### config.mk
export PLATFORM = sky130hd
export DESIGN_NAME = wrap_counter
export DESIGN_NICKNAME = d
export VERILOG_FILES = /design/src/rtl/wrap_counter.sv
export SDC_FILE = /design/constraint.sdc
export NUM_CORES = 1
export LEC_CHECK = 0
export ABC_AREA = 1
export CORE_AREA = 3 3 40 42
export CTS_BUF_LIST = sky130_fd_sc_hd__clkbuf_4 sky130_fd_sc_hd__clkbuf_8 sky130_fd_sc_hd__clkbuf_16
export DETAILED_ROUTE_END_ITERATION = 8
export DIE_AREA = 0 0 43 45
export PLACE_DENSITY = 0.74
export SYNTH_ARGS = -nofsm -noshare
export SYNTH_HDL_FRONTEND = slang
export SYNTH_SLANG_ARGS = --single-unit
### constraint.sdc
create_clock -name clk -period 3.05 [get_ports clk]
set_input_delay 0.61 -clock clk [delete_from_list [all_inputs] [get_ports clk]]
set_output_delay 0.61 -clock clk [all_outputs]
set_load 0.05 [all_outputs]
### src/rtl/wrap_counter.sv
// rtl/wrap_counter.sv - Stepped up-counter bounded by [min, max] with wrap-to-min and overflow strobe
module wrap_counter #(
  parameter int nbits = 8,
  parameter int min   = 0,
  parameter int max   = 255,
  parameter int step  = 1
) (
  input  logic             clk,
  input  logic             rst,
  input  logic             clr,
  input  logic             en,
  output logic [nbits-1:0] count,
  output logic             overflow
);

  // Sum width covers both the count and a full 32-bit step so count + step never truncates.
  localparam int sum_w = ((nbits > 32) ? nbits : 32) + 2;

  localparam bit max_too_big = (nbits >= 1) && (nbits < 32) &&
                               (longint'(max) >= (longint'(1) << nbits));
  localparam bit params_ok   = (nbits >= 1) && (step >= 1) && (min <= max) && !max_too_big;

  generate
    if (params_ok) begin : g_counter
      logic [sum_w-1:0] sum;
      logic             wrap;

      assign sum      = sum_w'(count) + sum_w'(step);
      assign wrap     = (sum > sum_w'(max));
      assign overflow = en && !clr && !rst && wrap;

      // Excess past max is dropped on wrap, so every period restarts exactly at min.
      always_ff @(posedge clk) begin
        if (rst) begin
          count <= nbits'(min);
        end else if (clr) begin
          count <= nbits'(min);
        end else if (en) begin
          count <= wrap ? nbits'(min) : sum[nbits-1:0];
        end
      end
    end else begin : g_invalid
      initial begin
        $display("counter: Invalid parameters");
        $finish(1);
      end
      assign count    = '0;
      assign overflow = 1'b0;
    end
  endgenerate

endmodule

* Yosys cells after proc, flatten, opt, wreduce, memory -nomap -nowiden
Cells that the tools add are included.
Widths: inputs -> output; s select.
** Word-level totals
- Input port bits :: 4
- Flip-flop bits (word level) :: 8
- Word-level logic and storage cells :: 10
** Operators by class
- Add/sub/neg operators :: 1
- Reductions and logical operators :: 6
- $lt $le $gt $ge :: 1
- Muxes and demuxes :: 1
** Operators with widths (count)
- $add 8x1->9 const B :: 1
- $gt 9x8->1 const B :: 1
- $mux 8 :: 1
- $logic_and 1x1->1 :: 3
- $logic_not 1->1 :: 2
- $reduce_or 2->1 :: 1

* Depth between registers and ports, before layout
Gate-level depths: netlist (run 1).
- Depth after elaboration :: 4
- Gate-level depth with buffers :: 12
- Depth with buffers taken out :: 12

* Worst setup path before layout (run 1)
OpenSTA, ideal clock, no wires.
- Path type :: register -> output
- From :: register count[0]
- To :: output port overflow
- Stages on the path, launching flop included :: 12
- Slack :: 152 ps
- Arrival time :: 2288 ps
- Data required time :: 2440 ps
- Cell sequence :: dfxtp_1 -> inv_2 -> ha_1 -> inv_2 -> nand2_1 -> nor2_1 -> nand2_1 -> nor2_1 -> nand3_2 -> nand2_2 -> nand2_4 -> nor2_1
** On the way
- Cells in the longest elaborated chain, start to end :: 3
** Ends and longest elaborated chain
- from (decl) :: line 12 : output logic [nbits-1:0] count,
- from (signal assigned) :: line 35 : count <= nbits'(min);
- from (signal assigned) :: line 37 : count <= nbits'(min);
- from (signal assigned) :: line 39 : count <= wrap ? nbits'(min) : sum[nbits-1:0];
- $add 8x1->9 :: line 28 : assign sum = sum_w'(count) + sum_w'(step);
- $gt 9x8->1 :: line 29 : assign wrap = (sum > sum_w'(max));
- $logic_and 1x1->1 :: line 30 : assign overflow = en && !clr && !rst && wrap;
- to (decl) :: line 13 : output logic overflow
Every way passes these cells.

* Final worst setup path (run 1)
Ends and elaborated chain as after synthesis.

==> flow_metrics.py, run 1 <==
metrics = {
    "route": {
        "ant_nets": 0,
        "drt_wl_total_microns": 1004,
        "dr.pass1.iters": 3,
        "viasPerCell": 4.683,
        "routed-wl-met2_microns": 493,
        "vias": 487,
        "drt_first_iter_violations": 9,
        "wl_per_cell_microns": 9.654,
        "wl_met3_microns": 46,
        "top_layer_used": "met4",
        "wl_met1_microns": 440,
        "drc_errors": 0,
    },
    "global_route": {
        "grt_pass1_vias": 406,
        "grt_pass1_wl_microns": 1725,
        "grt_start_max_net_pins": 14,
        "track_usage_pct": 12.58,
        "gr-total-overflow": 0,
        "antenna_found_initial": 0,
    },
    "synth": {
        "yosysTopAreaCell": "dfxtp_1",
        "netlist.area_leader.share_pct": 29.36,
        "seq_area_frac_synth_pct": 29.36,
        "syn_area_per_cell_sq_um": 7.372,
        "synth_area_leaders": "dfxtp_1, nor2_2, nand2_1, nor2_1, o21ai_0",
        "ys_ff_latch": 8,
        "synth_nets": 80,
        "netlist_area_sq_um": 545.5,
        "synth_warnings": 0,
        "synth_cell_type_count": 20,
        "postSynthCellCount": 74,
    },
    "clocking": {
        "cts_num_sinks": 8,
        "post_cts_resized": 0,
        "clockRootBuffer": "clkbuf_4",
        "cts_buffers": 3,
        "path_clk_slew_ps": 50,
        "hold_buffers": 0,
        "cts_htree_levels": 1,
        "clk_latency_ps": 260,
        "cts_tree": "yes",
        "cts_setup_buffers": 0,
        "clockBufferDepth": 2,
    },
    "flow_run": {
        "maxCapViolations": 0,
    },
    "timing": {
        "slew_viol_final": 0,
        "final.period_utilization_pct": 85.57,
        "tightest_slew_ps": 519.3,
        "fmax_mhz": 383.1,
        "setup_ws_ps": 440.0,
        "slew_headroom_pct": 65.27,
        "setup_viol": 0,
        "setup_tns_ps": 0,
        "rsz0062_at_grt": "no",
        "finalHoldViolCount": 0,
        "fin_skew_ps": 4.905,
        "period_minus_slack_ps": 2610,
    },
    "critical_path": {
        "critical_path_class": "reg -> out",
        "worstPathArrival_ps": 2000,
        "cp-start-kind": "register",
        "cp_max_fo": 6,
        "cp_data_required_time_ps": 2440,
        "critical_path.endpoint_type": "primary output",
    },
    "placed_design": {
        "place_congestion": 0.7371,
        "hpwl_microns": 786.2,
        "portBuffers": 12,
        "post-place-ws_ps": 726.5,
        "post_dp_cell_area_sq_um": 696.9,
    },
    "die": {
        "die_h_microns": 45,
        "core-area_sq_um": 1285,
        "ios": 13,
        "die_w_microns": 43,
        "row_count": 13,
        "start_util_pct": 42.45,
        "dieArea_sq_um": 1935,
    },
    "power_and_ir_drop": {
        "p_per_area_nw_per_um2": 324.4,
        "p_leak_nw": 0.2721,
        "vdd.ir_drop.worst_uv": 189.8,
        "total_power_w": 0.0002334,
    },
    "layout": {
        "mostFrequentLayoutCell": "nand2_1",
        "area.growth.synth_to_final_pct": 31.88,
        "top_register": "count",
        "layout_common_cells": "nand2_1, clkdlybuf4s50_1, nor2_2, nor2_1, dfxtp_1",
        "biggestRegsByFlops": "count: 8 flops",
        "fillCellCount": 118,
        "final_area_sq_um": 719.4,
        "finish.utilization_pct": 55.99,
        "final_layout_size_suffix_gt1_share_pct": 29.21,
        "diodes": 0,
        "largest_reg_flops": 8,
        "final_nets": 97,
    },
    "run_status": {
        "status": "complete, no violations",
    },
    "hold_path": {
        "min_path_type": "reg -> reg",
    },
}
[cell type report]
| type | instances | area, sq um | area share [%] |
|---|---|---|---|
| multi-input combinational | 59 | 357.8 | 49.74 |
| sequential | 8 | 160.2 | 22.26 |
| timing repair buffer | 13 | 137.6 | 19.13 |
| clock buffer | 3 | 22.52 | 3.130 |
| inverter | 6 | 22.52 | 3.130 |
| tap | 15 | 18.77 | 2.609 |
[per-stage QoR]
stage                     std cells  hold slack [ps]
after floorplan                  74            800.7
after global placement          101            609.1
after detailed placement        101            610.2
after CTS                       104            625.9
after global routing            104            664.7
final                           104            623.0
[synthesized netlist by cell type]
| master | number |
|---|---|
| nor2_8 | 1 |
| dfxtp_1 | 8 |
| buf_2 | 1 |
| ha_1 | 2 |
| nor3_2 | 1 |
| nor2_2 | 10 |
| nand2_2 | 4 |
| nand3_2 | 1 |
| nand4_1 | 1 |
| nand2_4 | 1 |
| xnor2_1 | 1 |
| inv_1 | 4 |
| inv_2 | 2 |
| nor2_1 | 10 |
| nand2_8 | 1 |
| nand2_1 | 13 |
| nand3_1 | 4 |
| xor2_1 | 2 |
| o21ai_0 | 6 |
| a21oi_1 | 1 |
[critical path: stages, from the launching register on]
cell and delay (ps):
dfxtp_1 440, inv_2 70, ha_1 320, inv_2 50
nand2_1 50, nor2_1 80, nand2_1 60, nor2_1 120
nand3_2 80, nand2_2 80, nand2_4 70, nor2_1 180
buf_12 170
[layer usage]
layer / vias up / GRT usage [%]
met5: - / 0
met4: 0 / 7.229
met1: 210 / 14.25
li1: 265 / -
met3: 4 / 5.976
met2: 8 / 19.46
[path summary, 6_finish.rpt]
| check | start | endpoint | slack, ps | depth (start not counted) |
|---|---|---|---|---|
| max | count[0] | overflow | 440 | 12 |
| min | count[6] | count[6] | 620 | 2 |
| max reg2reg | count[0] | count[2] | 1400 | 12 |
| min reg2reg | count[6] | count[6] | 620 | 2 |
[kinds of logic (layout without fill, tap and decap cells)]
family	after synthesis	after routing	synth area share [%]
AO/OA/AOI/OAI	7	7	6.421
XOR/XNOR	3	3	4.817
buffers and inverters	7	22	5.045
flip-flops	8	8	29.36
AND/OR/NAND/NOR	47	47	49.77
adder cells (fa/ha/maj)	2	2	4.586
[where the power goes]
part           leakage, nW  total [W]  internal [W]  switching, W
Clock               0.0138  0.0000801     0.0000450     0.0000352
Sequential          0.0650   0.000111      0.000107    0.00000423
Combinational        0.193  0.0000418     0.0000164     0.0000253
Total                0.272   0.000233      0.000169     0.0000647
Note: power is estimated with default switching activity, not from simulation.
==> run 2: changes to the inputs <==
Settings changed: CORE_AREA 3 3 40 42 to unset, CORE_MARGIN set to 3, CORE_UTILIZATION set to 30, DIE_AREA 0 0 43 45 to unset, PLACE_DENSITY 0.74 to unset.
==> run 2 against run 1 <==
  * Routed wire length is 16% higher
  * Largest cell class unchanged
  * First-iteration DRC count is 33% lower
  * Cell count is 8.7% higher
  * Via count is 0.41% lower
  * Clock power is 8.9% higher
  * Utilization is 11 points lower
  * Highest routed layer is now met3
  * Count of clock-buffer cells in the layout stayed put
  * Sequential power hardly changed
  * Die area is 22% higher
  * Sequential share of layout area is 0.34 points lower
  * Global-route usage is 0.73 points lower
==> flow_metrics.py, run 2 (synthesis results as in run 1) <==
metrics = {
    "critical_path": {
        "cp_max_fo": 6,
        "critical_path_class": "reg -> out",
        "reg2reg_slack_ps": 1390,
        "cp-start-kind": "register",
        "cp_data_required_time_ps": 2440,
        "worstPathArrival_ps": 2010,
        "critical_path.endpoint_type": "primary output",
    },
    "route": {
        "drc_errors": 0,
        "ant_nets": 0,
        "top_layer_used": "met3",
        "dr.pass1.iters": 4,
        "drt_first_iter_violations": 6,
        "drt_wl_total_microns": 1167,
        "vias": 485,
        "routed-wl-met2_microns": 516,
        "wl_met1_microns": 592,
        "wl_per_cell_microns": 10.33,
        "wl_met3_microns": 58,
        "viasPerCell": 4.292,
    },
    "die": {
        "row_count": 14,
        "die_w_microns": 48.64,
        "core-area_sq_um": 1612,
        "ios": 13,
        "die_h_microns": 48.64,
        "dieArea_sq_um": 2366,
        "start_util_pct": 33.85,
    },
    "timing": {
        "setup_tns_ps": 0,
        "slew_viol_final": 0,
        "period_minus_slack_ps": 2617,
        "fmax_mhz": 382.1,
        "fin_skew_ps": 7.638,
        "setup_viol": 0,
        "slew_headroom_pct": 66.48,
        "rsz0062_at_grt": "no",
        "finalHoldViolCount": 0,
        "final.period_utilization_pct": 85.80,
        "setup_ws_ps": 433.0,
        "tightest_slew_ps": 501.3,
    },
    "placed_design": {
        "place_congestion": 0.7895,
        "dp_cells": 110,
        "hpwl_microns": 855,
        "portBuffers": 12,
        "post-place-ws_ps": 701.4,
    },
    "clocking": {
        "path_clk_slew_ps": 60,
        "post_cts_resized": 0,
        "cts_buffers": 3,
        "clk_latency_ps": 260,
        "cts_num_sinks": 8,
        "cts_setup_buffers": 0,
        "clockRootBuffer": "clkbuf_4",
        "clockBufferDepth": 2,
        "cts_htree_levels": 1,
        "cts_tree": "yes",
        "hold_buffers": 0,
    },
    "layout": {
        "diodes": 0,
        "top_register": "count",
        "stdcell_count": 113,
        "biggestRegsByFlops": "count: 8 flops",
        "area.growth.synth_to_final_pct": 33.95,
        "final_nets": 97,
        "final_layout_size_suffix_gt1_share_pct": 29.21,
        "layout_common_cells": "nand2_1, clkdlybuf4s50_1, nor2_2, nor2_1, dfxtp_1",
        "largest_reg_flops": 8,
        "mostFrequentLayoutCell": "nand2_1",
    },
    "global_route": {
        "antenna_found_initial": 0,
        "grt_pass1_wl_microns": 2208,
        "track_usage_pct": 11.85,
        "grt_start_max_net_pins": 14,
        "grt_pass1_vias": 506,
        "gr-total-overflow": 0,
    },
    "power_and_ir_drop": {
        "p_leak_nw": 0.2721,
        "p_per_area_nw_per_um2": 329.6,
        "vdd.ir_drop.worst_uv": 181.0,
        "total_power_w": 0.0002409,
    },
    "run_status": {
        "status": "complete, no violations",
    },
    "flow_run": {
        "maxCapViolations": 0,
    },
    "hold_path": {
        "min_path_type": "reg -> reg",
    },
}
## run 2: cell counts in the layout (fill, tap and decap cells not counted)
Identical to the previous run, type by type.
## run 2: worst max-delay path, stage by stage, from the launching register on
cell and delay, ps:
dfxtp_1 440, inv_2 70, ha_1 330, inv_2 50
nand2_1 40, nor2_1 80, nand2_1 50, nor2_1 100
nand3_2 70, nand2_2 80, nand2_4 70, nor2_1 180
buf_12 170
## run 2: cell type report
| cell class | instances | area, sq um |
|---|---|---|
| Multi-Input combinational cell | 59 | 357.8 |
| Clock buffer | 3 | 22.52 |
| Sequential cell | 8 | 160.2 |
| Timing Repair Buffer | 13 | 137.6 |
| Fill cell | 174 | 880.8 |
| Inverter | 6 | 22.52 |
| Tap cell | 24 | 30.03 |
## run 2: final timing paths
path	startpoint	endpoint	cells past startpoint
max reg2reg	count[0]	count[2]	12
max	count[0]	overflow	12
min	count[6]	count[6]	2
min reg2reg	count[6]	count[6]	2
## run 2: metrics by stage
step	hold slack, ps	area, sq um	util (%)
final	617.4	730.7	45.34
after floorplan	800.7	545.5	-
after global routing	680.6	730.7	45.34
after global placement	609.7	708.2	43.94
after CTS	620.0	730.7	45.34
after detailed placement	606.0	708.2	43.94
## run 2: power by group
| part | internal, W | leakage (nW) | total (W) | switching (W) |
|---|---|---|---|---|
| combinational | 0.0000165 | 0.193 | 0.0000425 | 0.0000260 |
| clock | 0.0000454 | 0.0138 | 0.0000872 | 0.0000418 |
| sequential | 0.000107 | 0.0650 | 0.000111 | 0.00000409 |
## run 2: routing by layer
layer	GRT usage, %	vias up
li1	-	263
met1	16.67	211
met2	16.74	11
met3	5.521	0
met4	1.422	0
met5	0	-
==> run 3: changes to the inputs <==
Settings changed: SETUP_SLACK_MARGIN set to 0.4.
==> run 3 against run 2 <==
  * Non-clock buffer count shrank 1
  * Fmax is 6.0% higher
  * Cell count is 0.88% lower
  * Utilization grew 0.078 points
  * Sequential cell count is the same
  * Routed wire length fell by 11%
  * Largest power group unchanged
  * First-iteration DRC count up 17%
  * Clock power down 5.7%
  * Register-to-register slack better by 40 ps
  * Critical endpoint unchanged
  * Clock skew shrank 1.9 ps
  * Die area unchanged
==> flow_metrics.py, run 3 (synthesis results as in run 1) <==
metrics = {
    "timing": {
        "finalHoldViolCount": 0,
        "fin_skew_ps": 5.694,
        "slew_headroom_pct": 66.76,
        "rsz0062_at_grt": "no",
        "setup_viol": 0,
        "period_minus_slack_ps": 2470,
        "setup_tns_ps": 0,
        "tightest_slew_ps": 497.0,
        "fmax_mhz": 404.9,
        "slew_viol_final": 0,
        "final.period_utilization_pct": 80.97,
    },
    "power_and_ir_drop": {
        "vdd.ir_drop.worst_uv": 168.0,
        "p_per_area_nw_per_um2": 321.2,
        "p_leak_nw": 0.2678,
    },
    "critical_path": {
        "worstPathArrival_ps": 1860,
        "critical_path_class": "reg -> out",
        "cp-start-kind": "register",
        "critPathMaxStageDelay_ps": 390,
        "slowest_stage": "dfxtp_2",
        "cp_max_fo": 6,
        "reg2reg_slack_ps": 1430,
        "rr_worst_depth": 12,
        "r2r_end": "count[2]",
        "cp_data_required_time_ps": 2440,
        "r2r_start": "count[0]",
        "crit_path_cell_trace": "inv_2 -> ha_1 -> inv_2 -> nand2_1 -> nor2_1 -> nand2_1 -> nor2_1 -> nand3_2 -> nand2_2 -> nand2_4 -> nor2_4 -> buf_12",
        "critical_path.endpoint_type": "primary output",
    },
    "placed_design": {
        "post_dp_cell_area_sq_um": 704.4,
        "dp_cells": 109,
        "place_congestion": 0.7635,
        "portBuffers": 12,
        "hpwl_microns": 796.8,
    },
    "route": {
        "dr.pass1.iters": 4,
        "viasPerCell": 4.429,
        "drt_wl_total_microns": 1033,
        "wl_per_cell_microns": 9.223,
        "vias": 496,
        "drt_first_iter_violations": 7,
        "drc_errors": 0,
        "ant_nets": 0,
    },
    "layout": {
        "top_register": "count",
        "final_layout_size_suffix_gt1_share_pct": 30.68,
        "final_nets": 96,
        "area.growth.synth_to_final_pct": 34.17,
        "stdcell_count": 112,
        "final_area_sq_um": 732.0,
        "diodes": 0,
        "biggestRegsByFlops": "count: 8 flops",
        "mostFrequentLayoutCell": "nand2_1",
        "finish.utilization_pct": 45.42,
        "layout_common_cells": "nand2_1, clkdlybuf4s50_1, nor2_2",
        "largest_reg_flops": 8,
    },
    "clocking": {
        "cts_num_sinks": 8,
        "cts_setup_buffers": 0,
        "clk_latency_ps": 250,
        "clockBufferDepth": 2,
        "path_clk_slew_ps": 50,
        "clockRootBuffer": "clkbuf_4",
        "cts_htree_levels": 1,
        "cts_buffers": 3,
        "cts_tree": "yes",
    },
    "global_route": {
        "grt_start_max_net_pins": 15,
        "track_usage_pct": 9.750,
        "antenna_found_initial": 0,
        "grt_pass1_wl_microns": 1814,
        "grt_pass1_vias": 402,
        "gr-total-overflow": 0,
    },
    "flow_run": {
        "maxCapViolations": 0,
    },
    "hold_path": {
        "min_path_type": "reg -> reg",
        "hold_depth": 2,
        "worstHoldStart": "count[0]",
        "hold_end": "count[0]",
    },
    "die": {
        "die_h_microns": 48.64,
        "row_count": 14,
        "ios": 13,
        "core-area_sq_um": 1612,
        "dieArea_sq_um": 2366,
        "die_w_microns": 48.64,
        "start_util_pct": 33.85,
    },
    "run_status": {
        "status": "complete, no violations",
    },
}
==> run 3: cell count changes in the layout (fill, tap and decap cells not counted), sizes merged <==
cell / before / now
buf: 2 / 1
==> run 3: worst max path at each step <==
stage          slack, ps  cells after the start     start       end
6_report             580                     12  count[0]  overflow
5_1_grt              440                     12  count[0]  overflow
4_1_cts              530                     12  count[0]  overflow
3_5_place_dp         630                      4        en  overflow
3_3_place_gp         620                      4        en  overflow
2_1_floorplan        450                      7  count[1]  overflow
==> run 3: cell type report <==
| type | instances | area [sq um] |
|---|---|---|
| sequential | 8 | 161.4 |
| tap | 24 | 30.03 |
| fill | 181 | 879.6 |
| inverter | 6 | 22.52 |
| timing repair buffer | 12 | 130.1 |
| clock buffer | 3 | 22.52 |
| multi-input combinational | 59 | 365.4 |
==> run 3: power breakdown <==
group | switching, W | total (W) | internal, W | leakage (nW)
clock | 0.0000371 | 0.0000822 | 0.0000451 | 0.0138
sequential | 0.00000457 | 0.000112 | 0.000107 | 0.0654
combinational | 0.0000254 | 0.0000411 | 0.0000157 | 0.189
total | 0.0000671 | 0.000235 | 0.000168 | 0.268
==> run 3: per-layer routing <==
metal	GRT usage (%)	vias up	wire, microns
li1	-	265	-
met1	13.20	221	526
met2	13.35	10	453
met3	3.988	0	54
met4	4.265	0	0
met5	0	-	0
==> run 3: stage by stage <==
step / hold slack, ps / total power [W] / setup slack [ps]
final: 618.0 / 0.0002351 / 580.5
after floorplan: 688.5 / 0.0001409 / 453.4
after detailed placement: 599.0 / 0.0001552 / 628.9
after global placement: 605.0 / 0.0001553 / 622.8
after global routing: 670.0 / 0.0002501 / 439.3
after CTS: 622.8 / 0.0002408 / 528.8
==> run 3: repair_timing <==
item,CTS,global route
resized for setup,0,1
hold buffers,0,0
hold endpoints to repair,0,0
setup endpoints to repair,0,1
==> run 3: critical path: cells and delay by family, from the launching register on <==
family | cells | cell delay (ps)
AND/OR/NAND/NOR | 8 | 640
adder cells (fa/ha/maj) | 1 | 320
flip-flops | 1 | 390
buffers and inverters | 3 | 250
